File: src/rtl/alu_vec_pipe.sv
// Registered multi-lane ALU with valid/ready handshakes on both sides.
// Define ALU_MUL_EN to build the iterative shift-add multiplier for opcode 111.
module alu_vec_pipe #(
  parameter int WIDTH = 16,
  parameter int LANES = 1
) (
  input  logic                     clk,
  input  logic                     rst_n,
  input  logic                     in_valid,
  output logic                     in_ready,
  input  logic [LANES*WIDTH-1:0]   A,
  input  logic [LANES*WIDTH-1:0]   B,
  input  logic [2:0]               ALUControl,
  output logic                     out_valid,
  input  logic                     out_ready,
  output logic [LANES*WIDTH-1:0]   Res,
  output logic [5*LANES-1:0]       Flags
);
  localparam int SH = $clog2(WIDTH);
  localparam logic [2:0] OP_ADD  = 3'b000;
  localparam logic [2:0] OP_SUB  = 3'b001;
  localparam logic [2:0] OP_AND  = 3'b010;
  localparam logic [2:0] OP_OR   = 3'b011;
  localparam logic [2:0] OP_XOR  = 3'b100;
  localparam logic [2:0] OP_SHL  = 3'b101;
  localparam logic [2:0] OP_ADDS = 3'b110;

  logic                   accept;
  logic                   single_op;
  logic [LANES*WIDTH-1:0] alu_res;
  logic [5*LANES-1:0]     alu_flags;

  assign accept = in_valid && in_ready;

`ifdef ALU_MUL_EN
  localparam logic [2:0]    OP_MUL   = 3'b111;
  localparam logic [0:0]    IDLE     = 1'b0;
  localparam logic [0:0]    MUL      = 1'b1;
  localparam logic [SH-1:0] CNT_LAST = SH'(WIDTH - 1);

  logic [0:0]               state_reg;
  logic [SH-1:0]            count_reg;
  logic [LANES*2*WIDTH-1:0] acc_reg, acc_next;
  logic [LANES*2*WIDTH-1:0] mcand_reg, mcand_next, mcand_load;
  logic [LANES*WIDTH-1:0]   mplier_reg, mplier_next;
  logic [LANES*WIDTH-1:0]   mul_res;
  logic [5*LANES-1:0]       mul_flags;
  logic                     start_mul;
  logic                     mul_done;

  assign start_mul = accept && (ALUControl == OP_MUL);
  assign single_op = accept && (ALUControl != OP_MUL);
  assign mul_done  = (state_reg == MUL) && (count_reg == CNT_LAST);
  assign in_ready  = (state_reg == IDLE) && (!out_valid || out_ready);
`else
  assign single_op = accept;
  assign in_ready  = !out_valid || out_ready;
`endif

  genvar gi;
  generate
    for (gi = 0; gi < LANES; gi++) begin : g_lane
      logic [WIDTH-1:0] a, b, res;
      logic [WIDTH:0]   sum, diff, shl;
      logic             c, v, sat;

      assign a    = A[gi*WIDTH +: WIDTH];
      assign b    = B[gi*WIDTH +: WIDTH];
      assign sum  = {1'b0, a} + {1'b0, b};
      assign diff = {1'b0, a} - {1'b0, b};
      // The extra top bit catches the last bit shifted out; it stays 0 for a zero shift.
      assign shl  = {1'b0, a} << b[SH-1:0];

      always_comb begin
        res = '0;
        c   = 1'b0;
        v   = 1'b0;
        sat = 1'b0;
        case (ALUControl)
          OP_ADD: begin
            res = sum[WIDTH-1:0];
            c   = sum[WIDTH];
            v   = (a[WIDTH-1] == b[WIDTH-1]) && (sum[WIDTH-1] != a[WIDTH-1]);
          end
          OP_SUB: begin
            res = diff[WIDTH-1:0];
            c   = !diff[WIDTH];
            v   = (a[WIDTH-1] != b[WIDTH-1]) && (diff[WIDTH-1] != a[WIDTH-1]);
          end
          OP_AND: res = a & b;
          OP_OR:  res = a | b;
          OP_XOR: res = a ^ b;
          OP_SHL: begin
            res = shl[WIDTH-1:0];
            c   = shl[WIDTH];
          end
          OP_ADDS: begin
            res = sum[WIDTH] ? '1 : sum[WIDTH-1:0];
            c   = sum[WIDTH];
            sat = sum[WIDTH];
          end
          default: res = '0;
        endcase
      end

      assign alu_res[gi*WIDTH +: WIDTH] = res;
      assign alu_flags[gi*5 +: 5]       = {res[WIDTH-1], (res == '0), c, v, sat};

`ifdef ALU_MUL_EN
      logic [2*WIDTH-1:0] mcand, acc_step;
      logic [WIDTH-1:0]   mplier;
      logic               hi_nz;

      assign mcand    = mcand_reg[gi*2*WIDTH +: 2*WIDTH];
      assign mplier   = mplier_reg[gi*WIDTH +: WIDTH];
      assign acc_step = acc_reg[gi*2*WIDTH +: 2*WIDTH] + (mplier[0] ? mcand : '0);
      assign hi_nz    = (acc_step[2*WIDTH-1:WIDTH] != '0);

      assign acc_next[gi*2*WIDTH +: 2*WIDTH]   = acc_step;
      assign mcand_next[gi*2*WIDTH +: 2*WIDTH] = mcand << 1;
      assign mcand_load[gi*2*WIDTH +: 2*WIDTH] = {{WIDTH{1'b0}}, a};
      assign mplier_next[gi*WIDTH +: WIDTH]    = mplier >> 1;
      assign mul_res[gi*WIDTH +: WIDTH]        = acc_step[WIDTH-1:0];
      assign mul_flags[gi*5 +: 5] =
        {acc_step[WIDTH-1], (acc_step[WIDTH-1:0] == '0), hi_nz, hi_nz, 1'b0};
`endif
    end
  endgenerate

`ifdef ALU_MUL_EN
  // Final iteration's sum is written straight to Res, so latency is exactly WIDTH.
  always_ff @(posedge clk or negedge rst_n) begin
    if (!rst_n) begin
      state_reg  <= IDLE;
      count_reg  <= '0;
      acc_reg    <= '0;
      mcand_reg  <= '0;
      mplier_reg <= '0;
    end else if (start_mul) begin
      state_reg  <= MUL;
      count_reg  <= '0;
      acc_reg    <= '0;
      mcand_reg  <= mcand_load;
      mplier_reg <= B;
    end else if (state_reg == MUL) begin
      acc_reg    <= acc_next;
      mcand_reg  <= mcand_next;
      mplier_reg <= mplier_next;
      count_reg  <= count_reg + 1'b1;
      if (mul_done) begin
        state_reg <= IDLE;
        count_reg <= '0;
      end
    end
  end
`endif

  always_ff @(posedge clk or negedge rst_n) begin
    if (!rst_n) begin
      out_valid <= 1'b0;
      Res       <= '0;
      Flags     <= '0;
    end else if (single_op) begin
      out_valid <= 1'b1;
      Res       <= alu_res;
      Flags     <= alu_flags;
`ifdef ALU_MUL_EN
    end else if (mul_done) begin
      out_valid <= 1'b1;
      Res       <= mul_res;
      Flags     <= mul_flags;
`endif
    end else if (out_valid && out_ready) begin
      out_valid <= 1'b0;
    end
  end
endmodule

File: config.mk
export PLATFORM = sky130hd
export DESIGN_NAME = alu_vec_pipe
export DESIGN_NICKNAME = d
export VERILOG_FILES = /design/src/rtl/alu_vec_pipe.sv
export SDC_FILE = /design/constraint.sdc
export NUM_CORES = 1
export LEC_CHECK = 0
export BUFFER_PORTS_ARGS = -buffer_cell sky130_fd_sc_hd__buf_2
export CORE_MARGIN = 2
export CORE_UTILIZATION = 45
export CTS_CLUSTER_DIAMETER = 50
export CTS_CLUSTER_SIZE = 16
export DETAILED_ROUTE_END_ITERATION = 12
export PLACE_DENSITY = 0.65
export SLEW_MARGIN = 10
export SYNTH_ARGS = -nofsm -noshare
export SYNTH_HDL_FRONTEND = slang
export SYNTH_SLANG_ARGS = --single-unit
File: constraint.sdc
create_clock -name clk -period 3 [get_ports clk]
set_input_delay 0.3 -clock clk [delete_from_list [all_inputs] [get_ports clk]]
set_output_delay 0.3 -clock clk [all_outputs]
set_load 0.02 [all_outputs]
* Word-level counts from Yosys, hierarchy flattened
Index checks and enable logic that the tools add are counted.
Word-level totals: register bits 22, output and inout port bits 23
Operators by class: $add $sub $neg 2, equal/unequal tests 10, shifts and indexed selects 1, muxes and demuxes 7, bitwise operators 3, reductions and logical operators 11
Operators with widths (number):
- $pmux W16 S7 | 1
- $add A16 B16 Y17 | 1
- $shl A16 B4 Y17 | 1
- $sub A16 B16 Y17 | 1
- $and A16 B16 Y16 | 1
- $logic_not A16 Y1 | 1
- $mux W16 | 1
- $or A16 B16 Y16 | 1
- $xor A16 B16 Y16 | 1
- $eq A3 B3 Y1 const B | 3
- $eq A3 B2 Y1 const B | 2
- $logic_and A1 B1 Y1 | 4
- $eq A3 B1 Y1 const B | 1
- $logic_not A3 Y1 | 1
- $mux W1 | 3
- $ne A1 B1 Y1 | 3
- $pmux W1 S3 | 1
- $logic_not A1 Y1 | 2
- $pmux W1 S2 | 1
- $reduce_bool A2 Y1 | 1
- $reduce_or A2 Y1 | 1
- $eq A1 B1 Y1 | 1
- $logic_or A1 B1 Y1 | 1

* Logic depth before layout (Yosys ltp)
Gate-level depths: netlist (run 1).
depth in word-level cells 4, gate-level depth with buffers 14, gate-level depth less buffers 12

* Least setup slack after synthesis (run 1)
No wires, ideal clock.
path kind in2reg, from input A[0], to register Flags[3], data arrival time 3.176 ns, required time 2.905 ns, slack -0.271 ns, stages 12, path through inv_1 -> ha_1 -> fa_1 -> nor3_1 -> o31ai_1 -> a211o_1 -> nand4b_1 -> mux2i_1 -> nand4_1 -> or4_1 -> or4_1 -> o31ai_1
Between the ends: cells in the longest elaborated chain, start to end 4
RTL lines:
- start, declared | RTL line 11 | input logic [LANES*WIDTH-1:0] A,
- $add A16 B16 Y17 | RTL line 69 | assign sum = {1'b0, a} + {1'b0, b};
- $mux W16 | RTL line 98 | res = sum[WIDTH] ? '1 : sum[WIDTH-1:0];
- $pmux W16 S7 * | RTL line 79 | case (ALUControl)
- $logic_not A16 Y1 * | RTL line 107 | assign alu_flags[gi*5 +: 5] = {res[WIDTH-1], (res == '0), c, v, sat};
- end signal, assigned | RTL line 166 | Flags <= alu_flags;
- end, declared | RTL line 17 | output logic [5*LANES-1:0] Flags
Every way passes the cells marked *; elsewhere a longest branch is shown, timed or not. A chain may end at the register's enable or synchronous reset.

* Worst setup path in the final report (run 1)
from input B[1], to register Flags[3]
Between the ends: cells in the longest elaborated chain, start to end 4
RTL lines:
- start, declared | RTL line 12 | input logic [LANES*WIDTH-1:0] B,
- $add A16 B16 Y17 | RTL line 69
- $mux W16 | RTL line 98
- $pmux W16 S7 * | RTL line 79
- $logic_not A16 Y1 * | RTL line 107
Marks and branches as above.

==> flow_summary.yaml, run 1 <==
run_status:
  outcome: "complete, but fails checks"
  violations: "setup timing"
worst_hold_path:
  hold_start: "in_valid"
  min_path_cells: 2
  holdPathEnd: "out_valid"
  hold_class: "primary input to flip-flop"
critical_path:
  critPathKind: "primary input to flip-flop"
  r2r_slack_ns: 0.93
  startpoint_type: "primary input"
  slowest_delay_ns: 0.47
  critical_path.max_fanout: 7
  reg2reg_depth: 6
  required_ns: 3.17
  cpLargestDelayFamily: "compound AO/OA/AOI/OAI gates"
  end_kind: "flip-flop"
  crit_path_top_delay_cell: "or4_1"
  crit-reg2reg-launch: "out_valid"
  arrival_ns: 3.25
  path_buf_inv: 2
  cp_cell_sequence: "buf_2 > buf_4 > ha_1 > a21oi_1 > nand2_1 > a41oi_1 > o21ai_1 > a221o_1 > a21oi_1 > nand2_1 > or4_1 > o31ai_1"
  reg2reg_to: "Flags[3]"
synth:
  synth_compound_area_frac: 0.293
  synth_cell_types: 79
  syn-mean-instance-area_um2: 7.32
  yosys.area.top_type: "ha_1"
  syn-cell-area_um2: 4350
  synth_top_family_by_area: "compound AO/OA/AOI/OAI gates"
  yosys-top-cells-count: "nor2_1 (63), nand2_1 (59), ha_1 (50)"
  ys_warn_count: 0
  synth_flop_cell: "dfrtp_1"
  synth_nets: 686
  synth-xor-area-share: 0.0221
  synth_fa_ha_area_frac: 0.153
  netlist_instances: 595
  yosys.area_share.simple: 0.228
  synth_seq_cells: 21
  synth_edf_count: 0
  synth_top_area_frac: 0.144
  synth_seq_area_share: 0.121
  yosys-top-cells-area: "ha_1 (14%), dfrtp_1 (12%), mux2i_1 (5.7%), nor2_1 (5.4%), a21oi_1 (5.4%)"
  ys_async_sr_fraction: 1.00
  synthMuxAreaShare: 0.0911
  yosysMostFrequentCell: "nor2_1"
sta:
  setup_violations: 1
  rsz0062_at_grt: "true"
  fmax_mhz: 325
  skew_ns: 0.00347
  timing.final.max_slew_violations: 0
  setup_slack_ns: -0.0781
  hold_viol_final: 0
  period_minus_slack_ns: 3.08
  slew_headroom: 0.398
  min_period_over_period: 1.03
  worst_pin_slew_ns: 0.896
  setup_tns_ns: -0.0781
routing:
  avgRoutedWirePerCell_um: 18.7
  dr.pass1.iters: 5
  drt_wl_total_um: 17400
  drt-vias-per-instance: 5.83
  drtIter0Drc: 459
  vias: 5406
  drt.antenna.violating_nets: 0
  drc: 0
clocking:
  cts_tree: "yes"
  cts_root_buf: "clkbuf_8"
  clk_pin_slew_ns: 0.07
  cts_made_buffers: 3
  cts_num_sinks: 21
  cts_buffer_depth: 2
  clk_latency_ns: 0.26
  htreeDepth: 1
final_layout:
  n_antenna_cell: 0
  utilization: 0.651
  final_cell_count_no_fill: 927
  final_layout_size_suffix_gt1_frac: 0.360
  nNetsFinal: 890
  area_growth_pct: 39.6
placed_design:
  gp_congestion: 1.03
  pre_cts_ws_ns: -0.426
  placed_cells: 921
  post-dp-hpwl_um: 14800
  io_buffers: 61
pwr:
  p_per_area_nw_per_um2: 287
  p_clk_frac: 0.103
  p_comb_frac: 0.694
  switching_share: 0.444
  leakage_nw: 3.01
  power_w: 0.00174
  seqPwrFrac: 0.203
  vdd_drop_max_v: 0.000193
  power.internal_w: 0.000969
  p_switching_w: 0.000775
floorplanning:
  dieArea_um2: 10500
  io_pins: 62
  fp.dieW_um: 102
  die_y_um: 102
  initial_core_util: 0.467
  rows: 35
  fp.coreArea_um2: 9330
grt:
  grt_pass1_vias: 5111
  grt.overflow.total: 0
  grt_pass1_wl_um: 26900
  grt_max_degree: 22
  groute.usage.overall: 0.334
  antenna_found_initial: 0
flow_run:
  drv_cap: 0
metal layers:
metal / global-route usage / wire [um] / up-vias
met3: 0.0527 / 1380 / 47
met2: 0.572 / 8170 / 279
met5: 0 / 0 / -
met1: 0.435 / 7320 / 2505
li1: - / - / 2575
met4: 0.0933 / 493 / 0
sequential cells by signal, summed over array words and instances, names as in the netlist:
signal     cells
out_valid      1
Flags          4
Res           16
what timing repair did:
action	CTS	global route
setup buffers	1	0
hold buffers	1	0
endpoints found under the hold margin	21	0
gates resized for setup	8	4
setup endpoints to repair	1	3
layout make-up:
cell class / count / area, um2
Fill cell: 876 / 3250
Multi-Input combinational cell: 485 / 3510
Sequential cell: 21 / 526
Tap cell: 129 / 161
Clock inverter: 1 / 5.00
Inverter: 49 / 184
Clock buffer: 3 / 41.3
Timing Repair Buffer: 239 / 1640
kinds of logic after synthesis:
kind of cell | count (synthesis)
and+or+nand+nor | 202
AOI/OAI and AO/OA | 187
buffers and inverters | 89
adders and majority gates | 52
muxes | 33
DFF | 21
xor gates and xnor gates | 11
per-stage QoR:
step           hold WS (ns)  cell area (um2)
2_1_floorplan       0.00441             4390
3_5_place_dp          0.267             5970
4_1_cts               0.262             6060
6_report              0.264             6080
3_3_place_gp          0.263             5960
5_1_grt               0.270             6080
worst max path at each step:
stage / startpoint / endpoint / depth (start not counted)
after global routing: A[0] / Flags[3] / 13
after global placement: B[1] / Flags[3] / 12
final: B[1] / Flags[3] / 12
after floorplan: B[2] / Flags[3] / 13
after CTS: A[0] / Flags[3] / 13
after detailed placement: A[0] / Flags[3] / 13
power groups by stage:
stage	combinational [W]	clock (W)	sequential, W
global route	0.00131	0.000199	0.000361
global placement	0.00116	0	0.000358
floorplan	0.000589	0	0.000421
finish	0.00121	0.000180	0.000353
detailed placement	0.00117	0	0.000360
CTS	0.00119	0.000184	0.000354
cells in the final DEF (no fill, tap or decap), drive strengths merged, types with 4 or more instances in the layout:
cell / count
a2111oi: 5
a211o: 5
a211oi: 11
a21o: 5
a21oi: 49
a221oi: 6
a31oi: 12
and3: 6
buf: 238
dfrtp: 21
ha: 50
inv: 47
mux2i: 25
mux4: 5
nand2: 59
nand2b: 6
nand3: 4
nand4: 6
nor2: 64
nor2b: 11
nor3: 19
nor4: 9
o211ai: 6
o21ai: 33
o21bai: 5
o221ai: 7
o22ai: 5
o31ai: 6
or3: 4
xnor2: 10
Power figures use the tool's default switching activity.
==> inputs of run 2 (changes only) <==
Settings changed: CORE_MARGIN 2 to 5, RECOVER_POWER from default to 100.
==> run 2 against run 1 <==
Against the previous run: the run still ends with setup timing left; wire length is 0.61% higher; cell count is 1.4% lower; first-iteration DRC count is 12% higher; maximum frequency is 2.2% higher; sequential power hardly changed; power is 1.3% lower; combinational power hardly changed; critical path depth is 1 higher; setup slack better by 0.066 ns; clock-buffer cell count stayed put; sequential share of layout area is 0.16 points higher; critical path type unchanged; largest power group unchanged.
==> flow_summary.yaml, run 2 (synthesis results as in run 1) <==
final_layout:
  top_regs: "Res x16, Flags x4, out_valid x1"
  nNetsFinal: 877
  fillers: 927
  final_layout_size_suffix_gt1_frac: 0.316
  utilization: 0.640
  area_growth_pct: 37.1
  final_area_um2: 5970
  final_cell_count_no_fill: 914
  n_antenna_cell: 0
  largest_reg_flops: 16
  final_common_cell: "buf_4"
  most-common-layout-cells: "buf_4 (162), nor2_1 (63), nand2_1 (59)"
  top_register: "Res"
floorplanning:
  dieArea_um2: 11700
  fp.dieW_um: 108
  fp.coreArea_um2: 9330
  die_y_um: 108
  io_pins: 62
  initial_core_util: 0.467
  rows: 35
critical_path:
  crit-reg2reg-launch: "out_valid"
  required_ns: 3.17
  reg2reg_depth: 6
  cpLargestDelayFamily: "simple AND/OR/NAND/NOR gates"
  slowest_delay_ns: 0.52
  critical_path.max_fanout: 5
  crit_path_top_delay_cell: "or4_1"
  startpoint_type: "primary input"
  end_kind: "flip-flop"
  r2r_slack_ns: 0.96
  critPathKind: "primary input to flip-flop"
  cp_cell_sequence: "buf_2 > inv_1 > ha_2 > and2_1 > buf_4 > o211a_4 > nor4_4 > or2_1 > a211o_2 > nand4_1 > or4_1 > or4_4 > o31ai_2"
  arrival_ns: 3.19
  path_buf_inv: 3
  reg2reg_to: "Flags[3]"
clocking:
  cts_buffer_depth: 2
  cts_tree: "yes"
  cts_made_buffers: 3
  clk_latency_ns: 0.26
  htreeDepth: 1
  cts_num_sinks: 21
  cts_root_buf: "clkbuf_8"
  clk_pin_slew_ns: 0.07
sta:
  timing.hold.ws_ns: 0.261
  fmax_mhz: 332
  setup_tns_ns: -0.0124
  slew_headroom: 0.284
  hold_viol_final: 0
  skew_ns: 0.00226
  setup_slack_ns: -0.0124
  timing.final.max_slew_violations: 0
  worst_pin_slew_ns: 1.07
  min_period_over_period: 1.00
  setup_violations: 1
  rsz0062_at_grt: "true"
  period_minus_slack_ns: 3.01
grt:
  grt_pass1_wl_um: 27500
  grt_pass1_vias: 5199
  grt_max_degree: 22
  antenna_found_initial: 0
  groute.usage.overall: 0.298
  grt.overflow.total: 0
placed_design:
  gp_congestion: 1.01
  post-dp-hpwl_um: 14700
  io_buffers: 61
  placed_cell_area_um2: 5870
  placed_cells: 908
run_status:
  violations: "setup timing"
  outcome: "complete, but fails checks"
worst_hold_path:
  hold_start: "in_valid"
  holdPathEnd: "out_valid"
  min_path_cells: 2
  hold_class: "primary input to flip-flop"
flow_run:
  drv_cap: 0
routing:
  vias: 5306
  drtIter0Drc: 512
  drc: 0
  drt.antenna.violating_nets: 0
  drt_wl_total_um: 17500
  dr.pass1.iters: 5
  drt-vias-per-instance: 5.81
  avgRoutedWirePerCell_um: 19.1
pwr:
  leakage_nw: 2.88
  p_per_area_nw_per_um2: 289
  vdd_drop_max_v: 0.000200
run 2: report_power, final:
group / total, W / leakage (nW) / switching [W] / internal [W]
clock network: 0.000178 / 0.0255 / 0.0000855 / 0.0000924
logic: 0.00119 / 2.60 / 0.000662 / 0.000527
registers: 0.000355 / 0.252 / 0.0000245 / 0.000331
total: 0.00172 / 2.88 / 0.000772 / 0.000950
run 2: per-layer routing:
metal  wire length, um  vias up  track usage
met1              7510     2438        0.411
met3              1490       47       0.0251
li1                  -     2543            -
met4               516        0       0.0947
met5                 0        -            0
met2              7940      278        0.493
run 2: what timing repair did:
| item | 4_1_cts | 5_1_grt |
|---|---|---|
| resized for setup | 11 | 2 |
| pin swaps | 0 | 1 |
| endpoints found under the setup margin | 1 | 1 |
| hold endpoints to repair | 21 | 0 |
| buffers inserted | 0 | 1 |
| cloned | 0 | 0 |
| hold buffers | 1 | 0 |
run 2: worst max path at each step:
stage               from        to  slack, ns  cells after the start
global placement    A[0]  Flags[3]      -0.54                     14
CTS                 A[0]  Flags[3]       0.01                     13
global route        A[0]  Flags[3]      -0.14                     13
detailed placement  A[0]  Flags[3]      -0.41                     14
floorplan           B[2]  Flags[3]      0.006                     13
finish              A[3]  Flags[3]      -0.01                     13
run 2: area by class of cell:
| cell class | count | area, um2 | area share |
|---|---|---|---|
| clock inverters | 1 | 5.00 | 0.000839 |
| multi-input cells | 485 | 3520 | 0.591 |
| repair buffers | 226 | 1530 | 0.256 |
| flip-flops and latches | 21 | 526 | 0.0881 |
| clock buffers | 3 | 41.3 | 0.00692 |
| well taps | 129 | 161 | 0.0271 |
| inverters | 49 | 184 | 0.0308 |
run 2: metrics by stage:
| step | total power [W] | worst slack, ns |
|---|---|---|
| 4_1_cts | 0.00172 | 0.00969 |
| 3_5_place_dp | 0.00152 | -0.405 |
| 6_report | 0.00172 | -0.0124 |
| 5_1_grt | 0.00184 | -0.143 |
| 3_3_place_gp | 0.00151 | -0.536 |
| 2_1_floorplan | 0.00101 | 0.00586 |
==> inputs of run 3 (changes only) <==
Settings changed: CORE_ASPECT_RATIO from default to 0.7.
==> run 3 against run 2 <==
Against the previous run: the flow still finishes with violations (setup timing); combinational power about the same; power rose by 8.3%; first-iteration DRC count up 34%; clock power up 62%; register-to-register slack got worse by 0.12 ns; critical path type unchanged; sequential power barely moved; hold slack worse by 0.012 ns; die area rose by 0.27%; critical path depth stayed put; cell count up 0.66%; largest power group unchanged.
==> flow_summary.yaml, run 3 (synthesis results as in run 1) <==
run_status:
  outcome: "complete, but fails checks"
  violations: "setup timing"
sta:
  slew_headroom: 0.220
  skew_ns: 0.00219
  period_minus_slack_ns: 3.08
  setup_slack_ns: -0.0817
  worst_pin_slew_ns: 1.16
  timing.final.max_slew_violations: 0
  setup_violations: 1
  min_period_over_period: 1.03
  timing.hold.ws_ns: 0.250
  rsz0062_at_grt: "true"
  fmax_mhz: 324
  hold_viol_final: 0
critical_path:
  reg2reg_depth: 6
  critical_path.max_fanout: 3
  startpoint_type: "primary input"
  required_ns: 3.17
  end_kind: "flip-flop"
  arrival_ns: 3.25
  critPathKind: "primary input to flip-flop"
routing:
  avgRoutedWirePerCell_um: 19.5
  vias: 5420
  drt.antenna.violating_nets: 0
  drt-vias-per-instance: 5.89
  drt_wl_total_um: 18000
  drtIter0Drc: 685
  drc: 0
  dr.pass1.iters: 7
clocking:
  clk_pin_slew_ns: 0.06
  cts_tree: "yes"
  htreeDepth: 1
  clk_latency_ns: 0.26
  cts_root_buf: "clkbuf_16"
  cts_buffer_depth: 2
  cts_num_sinks: 21
  cts_made_buffers: 3
pwr:
  seqPwrFrac: 0.191
  vdd_drop_max_v: 0.000183
  p_clk_frac: 0.155
  p_comb_frac: 0.653
  switching_share: 0.437
  p_switching_w: 0.000814
  p_per_area_nw_per_um2: 306
  leakage_nw: 2.92
  power.internal_w: 0.00105
grt:
  antenna_found_initial: 0
  grt_pass1_vias: 5208
  grt_pass1_wl_um: 27900
  grt_max_degree: 22
  grt.overflow.total: 0
  groute.usage.overall: 0.298
floorplanning:
  io_pins: 62
  initial_core_util: 0.455
  fp.coreArea_um2: 9570
  die_y_um: 92.3
  dieArea_um2: 11800
  fp.dieW_um: 128
  rows: 30
placed_design:
  io_buffers: 61
  placed_cell_area_um2: 5910
  placed_cells: 914
  gp_congestion: 1.01
  post-dp-hpwl_um: 14800
  pre_cts_ws_ns: -0.427
final_layout:
  n_antenna_cell: 0
  largest_reg_flops: 16
  multi_input_area_um2: 3580
  fillers: 906
  nNetsFinal: 884
  final_common_cell: "buf_4"
  top_register: "Res"
  final_cell_count_no_fill: 920
  area_growth_pct: 40.1
  seq_area_um2: 526
  most-common-layout-cells: "buf_4 (173), nor2_1 (63), nand2_1 (59), a21oi_1 (46), ha_1 (45)"
  final_area_um2: 6100
  top_regs: "Res x16, Flags x4, out_valid x1"
  final_layout_size_suffix_gt1_frac: 0.335
worst_hold_path:
  hold_class: "primary input to async pin"
flow_run:
  drv_cap: 0
run 3: worst max-delay path, cell delays in order:
cell	delay (ns)
buf_2	0.13
ha_1	0.21
inv_2	0.06
fa_2	0.38
nor2b_4	0.15
o211a_4	0.22
nor4_4	0.07
o31ai_2	0.23
mux2i_1	0.23
nand4_1	0.14
or4_4	0.54
or4_4	0.43
o31ai_2	0.18
run 3: repair_timing:
| action | in CTS | in global routing |
|---|---|---|
| hold buffers | 0 | 0 |
| endpoints found under the setup margin | 1 | 3 |
| gates resized for setup | 5 | 20 |
| hold endpoints to repair | 0 | 0 |
| buffers inserted | 0 | 2 |
| pin swaps | 0 | 11 |
run 3: layout make-up:
cell class,instances,share of cell area
tap,128,0.0263
sequential,21,0.0862
clock inverter,1,0.000821
multi-input combinational,485,0.587
timing repair buffer,233,0.257
clock buffer,3,0.0123
inverter,49,0.0302
run 3: power by group through the flow:
stage	logic (W)	registers, W	clock network (W)
6_report	0.00122	0.000357	0.000289
5_1_grt	0.00131	0.000362	0.000306
4_1_cts	0.00118	0.000355	0.000289
3_5_place_dp	0.00117	0.000360	0
3_3_place_gp	0.00115	0.000358	0
2_1_floorplan	0.000589	0.000421	0
run 3: final timing paths:
check	start	endpoint	slack [ns]
setup / recovery	B[0]	Flags[3]	-0.08
hold / removal	rst_n	out_valid	0.25
max in group asynchronous	rst_n	Res[5]	2.07
hold reg to reg	Res[9]	Res[9]	0.47
min in group clk	in_valid	out_valid	0.26
setup reg to reg	out_valid	Flags[3]	0.84
run 3: metrics by stage:
| stage | utilization | setup TNS, ns | power [W] |
|---|---|---|---|
| floorplan | - | 0 | 0.00101 |
| global placement | 0.617 | -0.792 | 0.00151 |
| detailed placement | 0.617 | -0.867 | 0.00153 |
| CTS | 0.629 | -0.0850 | 0.00183 |
| global route | 0.637 | -0.125 | 0.00198 |
| finish | 0.637 | -0.0817 | 0.00186 |
run 3: metal layers:
layer,up-vias,track usage,wire [um]
met2,281,0.454,7790
met4,0,0.0705,433
met1,2539,0.436,8060
li1,2562,-,-
met3,38,0.0477,1680
met5,-,0,0
